File: src/rtl/fetch_pkg.sv
// ----------------------------------------------------------------------------
// fetch_pkg
//   Shared definitions for the instruction fetch sequencer: the FSM state
//   encoding and the FunSel codes of the 16-bit FunSel register family.
//   Optional feature macro used by the importing files: FETCH_TIMEOUT_EN.
// ----------------------------------------------------------------------------
package fetch_pkg;

    typedef enum logic [1:0] {
        ST_IDLE   = 2'd0,
        ST_REQ_LO = 2'd1,
        ST_REQ_HI = 2'd2,
        ST_DONE   = 2'd3
    } fetch_state_e;

    localparam logic [2:0] FS_DEC     = 3'b000;
    localparam logic [2:0] FS_INC     = 3'b001;
    localparam logic [2:0] FS_LOAD    = 3'b010;
    localparam logic [2:0] FS_CLR     = 3'b011;
    localparam logic [2:0] FS_LOAD_ZX = 3'b100;
    localparam logic [2:0] FS_LOAD_LO = 3'b101;
    localparam logic [2:0] FS_LOAD_HI = 3'b110;
    localparam logic [2:0] FS_LOAD_SX = 3'b111;

endpackage

File: src/rtl/fetch_timeout_counter.sv
// ----------------------------------------------------------------------------
// fetch_timeout_counter
//   Counts memory wait cycles and flags expiry when the count reaches
//   TMO_CYC. Only instantiated when FETCH_TIMEOUT_EN is defined.
// Ports
//   i_clk     rising-edge clock
//   i_rst_n   synchronous active-low reset, clears the count
//   i_clear   clear the count (takes priority over i_count)
//   i_count   advance the count by one
//   o_expire  count == TMO_CYC
// ----------------------------------------------------------------------------
module fetch_timeout_counter #(
    parameter int TMO_CYC = 15
) (
    input  logic i_clk,
    input  logic i_rst_n,
    input  logic i_clear,
    input  logic i_count,
    output logic o_expire
);

    localparam int CNT_W = (TMO_CYC < 1) ? 1 : $clog2(TMO_CYC + 1);

    logic [CNT_W-1:0] r_cnt;

    assign o_expire = (r_cnt == CNT_W'(TMO_CYC));

    // Holds at the limit; the sequencer leaves the wait state on expiry,
    // which clears the count on the following cycle.
    always_ff @(posedge i_clk) begin
        if (!i_rst_n)
            r_cnt <= '0;
        else if (i_clear)
            r_cnt <= '0;
        else if (i_count && !o_expire)
            r_cnt <= r_cnt + CNT_W'(1);
    end

endmodule

File: src/rtl/instr_fetch_sequencer.sv
// ----------------------------------------------------------------------------
// instr_fetch_sequencer
//   Fetches one 16-bit instruction from byte-wide memory: reads the byte at
//   PC, then at PC+1, loading the IR one byte at a time and incrementing PC
//   after each byte. Started by the control unit, reports Done.
//   Optional feature: FETCH_TIMEOUT_EN adds a MemReady wait limit (TMO_CYC)
//   that aborts the fetch with a one-cycle Error pulse.
// Ports
//   i_clk        rising-edge clock
//   i_rst_n      synchronous active-low reset
//   i_start      request one fetch (sampled only in IDLE)
//   i_pc         current PC register value
//   i_mem_data   memory read data, valid with i_mem_ready
//   i_mem_ready  memory has data for o_mem_addr
//   o_mem_read   read request (REQ_LO / REQ_HI)
//   o_mem_addr   PC while reading, else 0
//   o_iri        IR data input {8'h00, mem data}
//   o_ire        IR enable
//   o_ir_funsel  IR function select (load low / load high byte)
//   o_pce        PC enable
//   o_pc_funsel  PC function select (always increment)
//   o_busy       state != IDLE
//   o_done       one-cycle fetch-complete pulse
//   o_error      one-cycle timeout abort pulse (0 without FETCH_TIMEOUT_EN)
// ----------------------------------------------------------------------------
module instr_fetch_sequencer
    import fetch_pkg::*;
#(
    parameter int ADDR_W   = 16,
    parameter int HI_FIRST = 0,
    parameter int TMO_CYC  = 15
) (
    input  logic              i_clk,
    input  logic              i_rst_n,
    input  logic              i_start,
    input  logic [ADDR_W-1:0] i_pc,
    input  logic [7:0]        i_mem_data,
    input  logic              i_mem_ready,
    output logic              o_mem_read,
    output logic [ADDR_W-1:0] o_mem_addr,
    output logic [15:0]       o_iri,
    output logic              o_ire,
    output logic [2:0]        o_ir_funsel,
    output logic              o_pce,
    output logic [2:0]        o_pc_funsel,
    output logic              o_busy,
    output logic              o_done,
    output logic              o_error
);

    // First byte fetched goes to the low half unless HI_FIRST swaps them.
    localparam logic [2:0] FS_FIRST  = (HI_FIRST != 0) ? FS_LOAD_HI : FS_LOAD_LO;
    localparam logic [2:0] FS_SECOND = (HI_FIRST != 0) ? FS_LOAD_LO : FS_LOAD_HI;

    fetch_state_e r_state;

    logic w_in_req;
    logic w_strobe;
    logic w_expire;
    logic w_timeout;

    assign w_in_req  = (r_state == ST_REQ_LO) || (r_state == ST_REQ_HI);
    assign w_strobe  = w_in_req && i_mem_ready;
    // A byte arriving in the expiry cycle still wins over the abort.
    assign w_timeout = w_in_req && !i_mem_ready && w_expire;

`ifdef FETCH_TIMEOUT_EN
    logic w_tmo_clear;
    logic w_tmo_count;

    // Clearing whenever outside a request state makes every REQ_LO/REQ_HI
    // entry start from zero; a delivered byte also restarts the count.
    assign w_tmo_clear = !w_in_req || i_mem_ready;
    assign w_tmo_count = w_in_req && !i_mem_ready;

    fetch_timeout_counter #(
        .TMO_CYC (TMO_CYC)
    ) u_tmo (
        .i_clk    (i_clk),
        .i_rst_n  (i_rst_n),
        .i_clear  (w_tmo_clear),
        .i_count  (w_tmo_count),
        .o_expire (w_expire)
    );
`else
    // No wait limit: waits on MemReady indefinitely, TMO_CYC has no effect.
    assign w_expire = 1'b0 & (TMO_CYC != 0);
`endif

    always_ff @(posedge i_clk) begin
        if (!i_rst_n) begin
            r_state <= ST_IDLE;
        end else begin
            case (r_state)
                ST_IDLE:   if (i_start) r_state <= ST_REQ_LO;
                ST_REQ_LO: begin
                    if (i_mem_ready)    r_state <= ST_REQ_HI;
                    else if (w_timeout) r_state <= ST_IDLE;
                end
                ST_REQ_HI: begin
                    if (i_mem_ready)    r_state <= ST_DONE;
                    else if (w_timeout) r_state <= ST_IDLE;
                end
                default:   r_state <= ST_IDLE;
            endcase
        end
    end

    // Mealy strobes: IR load and PC increment land on the same edge as the
    // state change, so the REQ_HI address is already PC+1.
    always_comb begin
        o_mem_read  = w_in_req;
        o_mem_addr  = w_in_req ? i_pc : '0;
        o_iri       = w_in_req ? {8'h00, i_mem_data} : 16'h0000;
        o_ire       = w_strobe;
        o_pce       = w_strobe;
        o_pc_funsel = FS_INC;
        o_ir_funsel = 3'b000;
        if (w_strobe)
            o_ir_funsel = (r_state == ST_REQ_LO) ? FS_FIRST : FS_SECOND;
        o_busy      = (r_state != ST_IDLE);
        o_done      = (r_state == ST_DONE);
        o_error     = w_timeout;
    end

endmodule

File: config.mk
export PLATFORM = sky130hd
export DESIGN_NAME = instr_fetch_sequencer
export DESIGN_NICKNAME = d
export VERILOG_FILES = /design/src/rtl/fetch_pkg.sv /design/src/rtl/fetch_timeout_counter.sv /design/src/rtl/instr_fetch_sequencer.sv
export SDC_FILE = /design/constraint.sdc
export NUM_CORES = 1
export LEC_CHECK = 0
export BUFFER_PORTS_ARGS = -buffer_cell sky130_fd_sc_hd__buf_2
export CAP_MARGIN = 10
export CORE_MARGIN = 3
export CORE_UTILIZATION = 25
export CTS_CLUSTER_SIZE = 24
export DETAILED_ROUTE_END_ITERATION = 12
export GPL_TIMING_DRIVEN = 0
export HOLD_SLACK_MARGIN = 0.1
export PLACE_DENSITY = 0.72
export SLEW_MARGIN = 20
export SYNTH_ARGS = -nofsm -noshare
export SYNTH_HDL_FRONTEND = slang
export SYNTH_HIERARCHICAL = 1
export SYNTH_SLANG_ARGS = --single-unit
File: constraint.sdc
create_clock -name i_clk -period 4.2 [get_ports i_clk]
set_input_delay 0.84 -clock i_clk [delete_from_list [all_inputs] [get_ports i_clk]]
set_output_delay 0.84 -clock i_clk [all_outputs]
set_load 0.01 [all_outputs]
Word level (Yosys, flattened, before mapping). Cells that the tools add are included. Widths: inputs -> output; s select.

Register bits after elaboration: 2. Input bits: 28. Output and inout bits: 44. Logic and storage cells: 20.

Eq/ne operators: 6. Multiplexer cells: 8. Reductions and logical operators: 5.

Operator list (number): $mux 16 (1); $mux 2 (4); $mux 8 (1); $ne 2x2->1 const B (3); $pmux 2 s3 (1); $eq 2x2->1 const B (2); $mux 3 (1); $reduce_and 3->1 (1); $eq 2x1->1 const B (1); $logic_not 2->1 (1); $reduce_bool 2->1 (1); $logic_and 1x1->1 (1); $logic_or 1x1->1 (1).

Longest topological paths before layout.
Depth in word-level cells: 4. Gate-level depth with buffers: 5. Gate-level depth less buffers: 5.

Least setup slack after synthesis. No wires, ideal clock.

Kind: reg2out. From: register r_state[0]. To: output port o_ir_funsel[1]. Arrival time: 1339 ps. Required time: 3360 ps. Setup slack: 2021 ps. Stages on the path, launching flop included: 5. Buffers on the path: 0. Path through: dfxtp_1 > inv_1 > ha_1 > and2_1 > nor2b_1.

Longest elaborated chain between the ends: 4. Elaborated cells on any way between the ends: 6. Those cells by class: eq/ne: 2; mux: 2; reduce/logical: 2.

RTL lines: from (decl) (line instr_fetch_sequencer.sv:55) `fetch_state_e r_state;`; from (signal assigned) (line instr_fetch_sequencer.sv:92) `r_state <= ST_IDLE;`; from (signal assigned) (line instr_fetch_sequencer.sv:95) `ST_IDLE: if (i_start) r_state <= ST_REQ_LO;`; from (signal assigned) (line instr_fetch_sequencer.sv:97) `if (i_mem_ready) r_state <= ST_REQ_HI;`; $eq 2x1->1 or $eq 2x2->1 (tied branches) (line instr_fetch_sequencer.sv:62) `assign w_in_req = (r_state == ST_REQ_LO) || (r_state == ST_REQ_HI);`; $logic_or 1x1->1 (*) (line instr_fetch_sequencer.sv:62); via o_mem_read (line instr_fetch_sequencer.sv:39) `output logic o_mem_read,`; $logic_and 1x1->1 (*) (line instr_fetch_sequencer.sv:63) `assign w_strobe = w_in_req && i_mem_ready;`; via o_ire (line instr_fetch_sequencer.sv:42) `output logic o_ire,`; $mux 3 (*) (line instr_fetch_sequencer.sv:119) `if (w_strobe)`; to (decl) (line instr_fetch_sequencer.sv:43) `output logic [2:0] o_ir_funsel,`.

Mark *: on every way through the listed nets, which the timed path passes. The rest lies on a longest branch.

Worst setup path after layout.
From: register r_state[0]. To: output port o_ir_funsel[1].

Longest elaborated chain between the ends: 4. Elaborated cells on any way between the ends: 6. Those cells by class: eq/ne: 2; mux: 2; reduce/logical: 2.

RTL lines (line): $eq 2x1->1 or $eq 2x2->1 (tied branches) (instr_fetch_sequencer.sv:62, instr_fetch_sequencer.sv:120); $logic_or 1x1->1 (instr_fetch_sequencer.sv:62); $logic_and 1x1->1 (instr_fetch_sequencer.sv:63); $mux 3 (*) (instr_fetch_sequencer.sv:119).

Mark *: on every way between the ends. The rest lies on a longest branch, timed or not.

==> metrics.md <==
| Metric | Value |
|---|---|
| Hpwl dp | `around 1.3 mm` |
| Remaining global-route overflow | `0` |
| Synth async-reset ratio | `0%` |
| Resized Gates After CTS | `0` |
| FF-to-FF path depth | `5` |
| Simple-gate portion of the synthesized area | `40.4%` |
| Path category of the worst min-delay check | `reg -> reg` |
| Final Cycle Share | `58.9%` |
| CP Buf/Inv Count | `2` |
| WS Path Type | `reg -> out` |
| Max-cap violations | `0` |
| Area Growth Syn to Fin | `84.6%` |
| Fin nets | `170` |
| IO Count | `72` |
| Critical Path RT | `between 3 and 4 ns` |
| GR Util All Layers | `13.7%` |
| Top delay family on crit path | `adder cells` |
| Max-slew violation count | `0` |
| Core region area | `1610 um^2` |
| Synth top cells by count | `25 x and2_1, 14 x buf_4, 5 x ha_1` |
| Die Wd | `roughly 49 um` |
| Port Buf Inserts | `59` |
| Ranking of synthesized cells by area | `and2_1 34%, buf_4 23%, ha_1 14%` |
| Drt drc | `0` |
| Initial Util | `28.3%` |
| Met2 Track Usage GR | `21.9%` |
| Total CTS buffers | `3` |
| Cell row count | `14` |
| RD Place Congestion | `about 0.66` |
| Area leader, netlist | `and2_1` |
| Final ANT Viol Nets | `0` |
| Clock Tree Root | `clkbuf_4` |
| Crit path DAT | `1.63 ns` |
| WP depth | `5` |
| Synth Area in XOR/XNOR | `0%` |
| Die span in y | `48.7 um` |
| CTS tree | `done` |
| Grt peak-use layer | `met2` |
| Gate Count Post-Synth | `63` |
| Hold_buf cts | `0` |
| Slowest CP cell | `ha_1` |
| P_leak | `0.000577 uW` |
| Fin. Hold Viols | `0` |
| DRT iter0 DRCs | `8` |
| Worst-path clk slew | `0.03 ns` |
| Post-synthesis sequential area ratio | `8.79%` |
| RSZ-0062 raised after global routing | `no` |
| Synth cell types | `15` |
| DRT Pass-1 Iters | `2` |
| Vias in the first global route | `591` |
| Mean Syn Cell Area | `7.23 um^2` |
| Post-synth top area share | `between 30% and 40%` |
| Dpl cell area | `818 um^2` |
| Top reg by flops | `r_state` |
| Max VDD drop | `0.299 mV` |
| EDFF count, synth | `0` |
| Max reg flops | `2` |
| Final Util | `52.2%` |
| Vias | `approximately 610` |
| Yosys warning total | `6` |
| CTS Buffer Depth | `2` |
| Mean routed wirelength per cell | `9.48 um` |
| CP max stage delay | `0.43 ns` |
| # fillers | `~170` |
| Hold path cells | `2` |
| Clk_lat worst skew | `0.23 ns` |
| Worst-path maximum fanout | `10` |
| Netlist Area Pre-Place | `455 um^2` |
| Status | `complete, no violations` |
| Largest net degree at the start of global routing | `11` |
| Main synth FF type | `dfxtp_1` |
| Adder-cell share of the synthesized area | `between 10% and 20%` |
| Final setup vio count | `0` |
| ANT cells | `0` |
| Finished Cell Area | `between 800 and 900 um^2` |
| Fin crit period | `2.47 ns` |
| Yosys reg bits | `2` |
| Synth Area in Compound Gates | `5.49%` |
| Layout cells sized above 1 | `58.5%` |
| PD cells | `636 nW/um^2` |
| Grt met3 use | `slightly below 6%` |
| CP Cell Sequence | `inv_1, ha_1, and2_1, nor2b_1, buf_2` |
| Most numerous cell in the Yosys netlist | `and2_1` |
| Global-route wire length before repair | `2.64 mm` |
| Setup Buffers After CTS | `0` |
| CP startpoint kind | `flip-flop` |
| Final WL | `around 1.5 mm` |
| Initial antenna violation count | `0` |
| CTS H-tree depth | `1` |
| Leading registers by flop count | `r_state x2` |
| Clk sinks | `2` |
| TNS Setup | `0 ns` |
| Critical path capture point type | `output pin` |
| Largest family of logic cells by synthesized area | `simple AND/OR/NAND/NOR gates` |
| Die area | `roughly 2400 um^2` |
| Mux contribution to synthesized area | `2.20%` |
| Vias per cell | `3.81` |
| Fmax achieved | `404 MHz` |
| Grt met1 use | `14.4%` |
| Clk_skew | `0.00507 ns` |
[area by class of cell]
class / count / area [um^2] / area share (%)
clock buffers: 3 / 22.5 / 2.68
repair buffers: 59 / 295 / 35.1
well taps: 24 / 30.0 / 3.57
multi-input cells: 52 / 327 / 38.8
flip-flops and latches: 2 / 40.0 / 4.76
plain buffers: 16 / 115 / 13.7
inverters: 3 / 11.3 / 1.34
[through the flow]
step	cells	worst slack, ns	hold slack (ns)	power [uW]
2_1_floorplan	73	2.02	0.468	321
3_3_place_gp	156	1.95	0.497	489
3_5_place_dp	156	1.94	0.508	497
4_1_cts	159	1.69	0.512	545
5_1_grt	159	1.56	0.581	601
6_report	159	1.73	0.503	535
[layout by cell type, fill, tap and decap left out]
master and n:
and2_1 25, and3_1 1, buf_2 61, buf_4 14, clkbuf_4 3, conb_1 12, dfxtp_1 2, ha_1 5
inv_1 3, mux2i_1 1, nand2_1 2, nor2_1 2, nor2b_1 1, o211a_1 1, o21ai_0 1, o22a_2 1
[kinds of logic (layout without fill, tap and decap cells)]
group	count (synthesis)	count (layout)
buf+inv	19	81
flops	2	2
compound gates	3	3
simple gates	31	31
fa+ha+maj	5	5
other cells	2	12
mux	1	1
[power breakdown]
| group | internal [uW] | switching [uW] | total, uW | leakage [uW] |
|---|---|---|---|---|
| sequential | 28.1 | 10.2 | 38.4 | 0.0000165 |
| combinational | 215 | 238 | 453 | 0.000547 |
| clock | 31.6 | 12.1 | 43.7 | 0.0000138 |
| total | 275 | 260 | 535 | 0.000577 |
[routing by layer]
metal / vias up / part of all wire [%]
li1: 309 / -
met1: 248 / 37
met2: 44 / 47
met3: 4 / 15
met4: 0 / 1.8
met5: - / 0
[final timing paths]
path	start	end	slack [ns]
max	r_state[0]	o_ir_funsel[1]	1.73
min	r_state[1]	r_state[1]	0.50
min reg2reg	r_state[1]	r_state[1]	0.50
max reg2reg	r_state[0]	r_state[1]	2.95
[tightest hold or removal path, cell delays in order, from the launching register on]
cell     delay (ns)
dfxtp_1        0.33
nand2_1        0.06
mux2i_1        0.06
(Power assumes the default switching activity.)
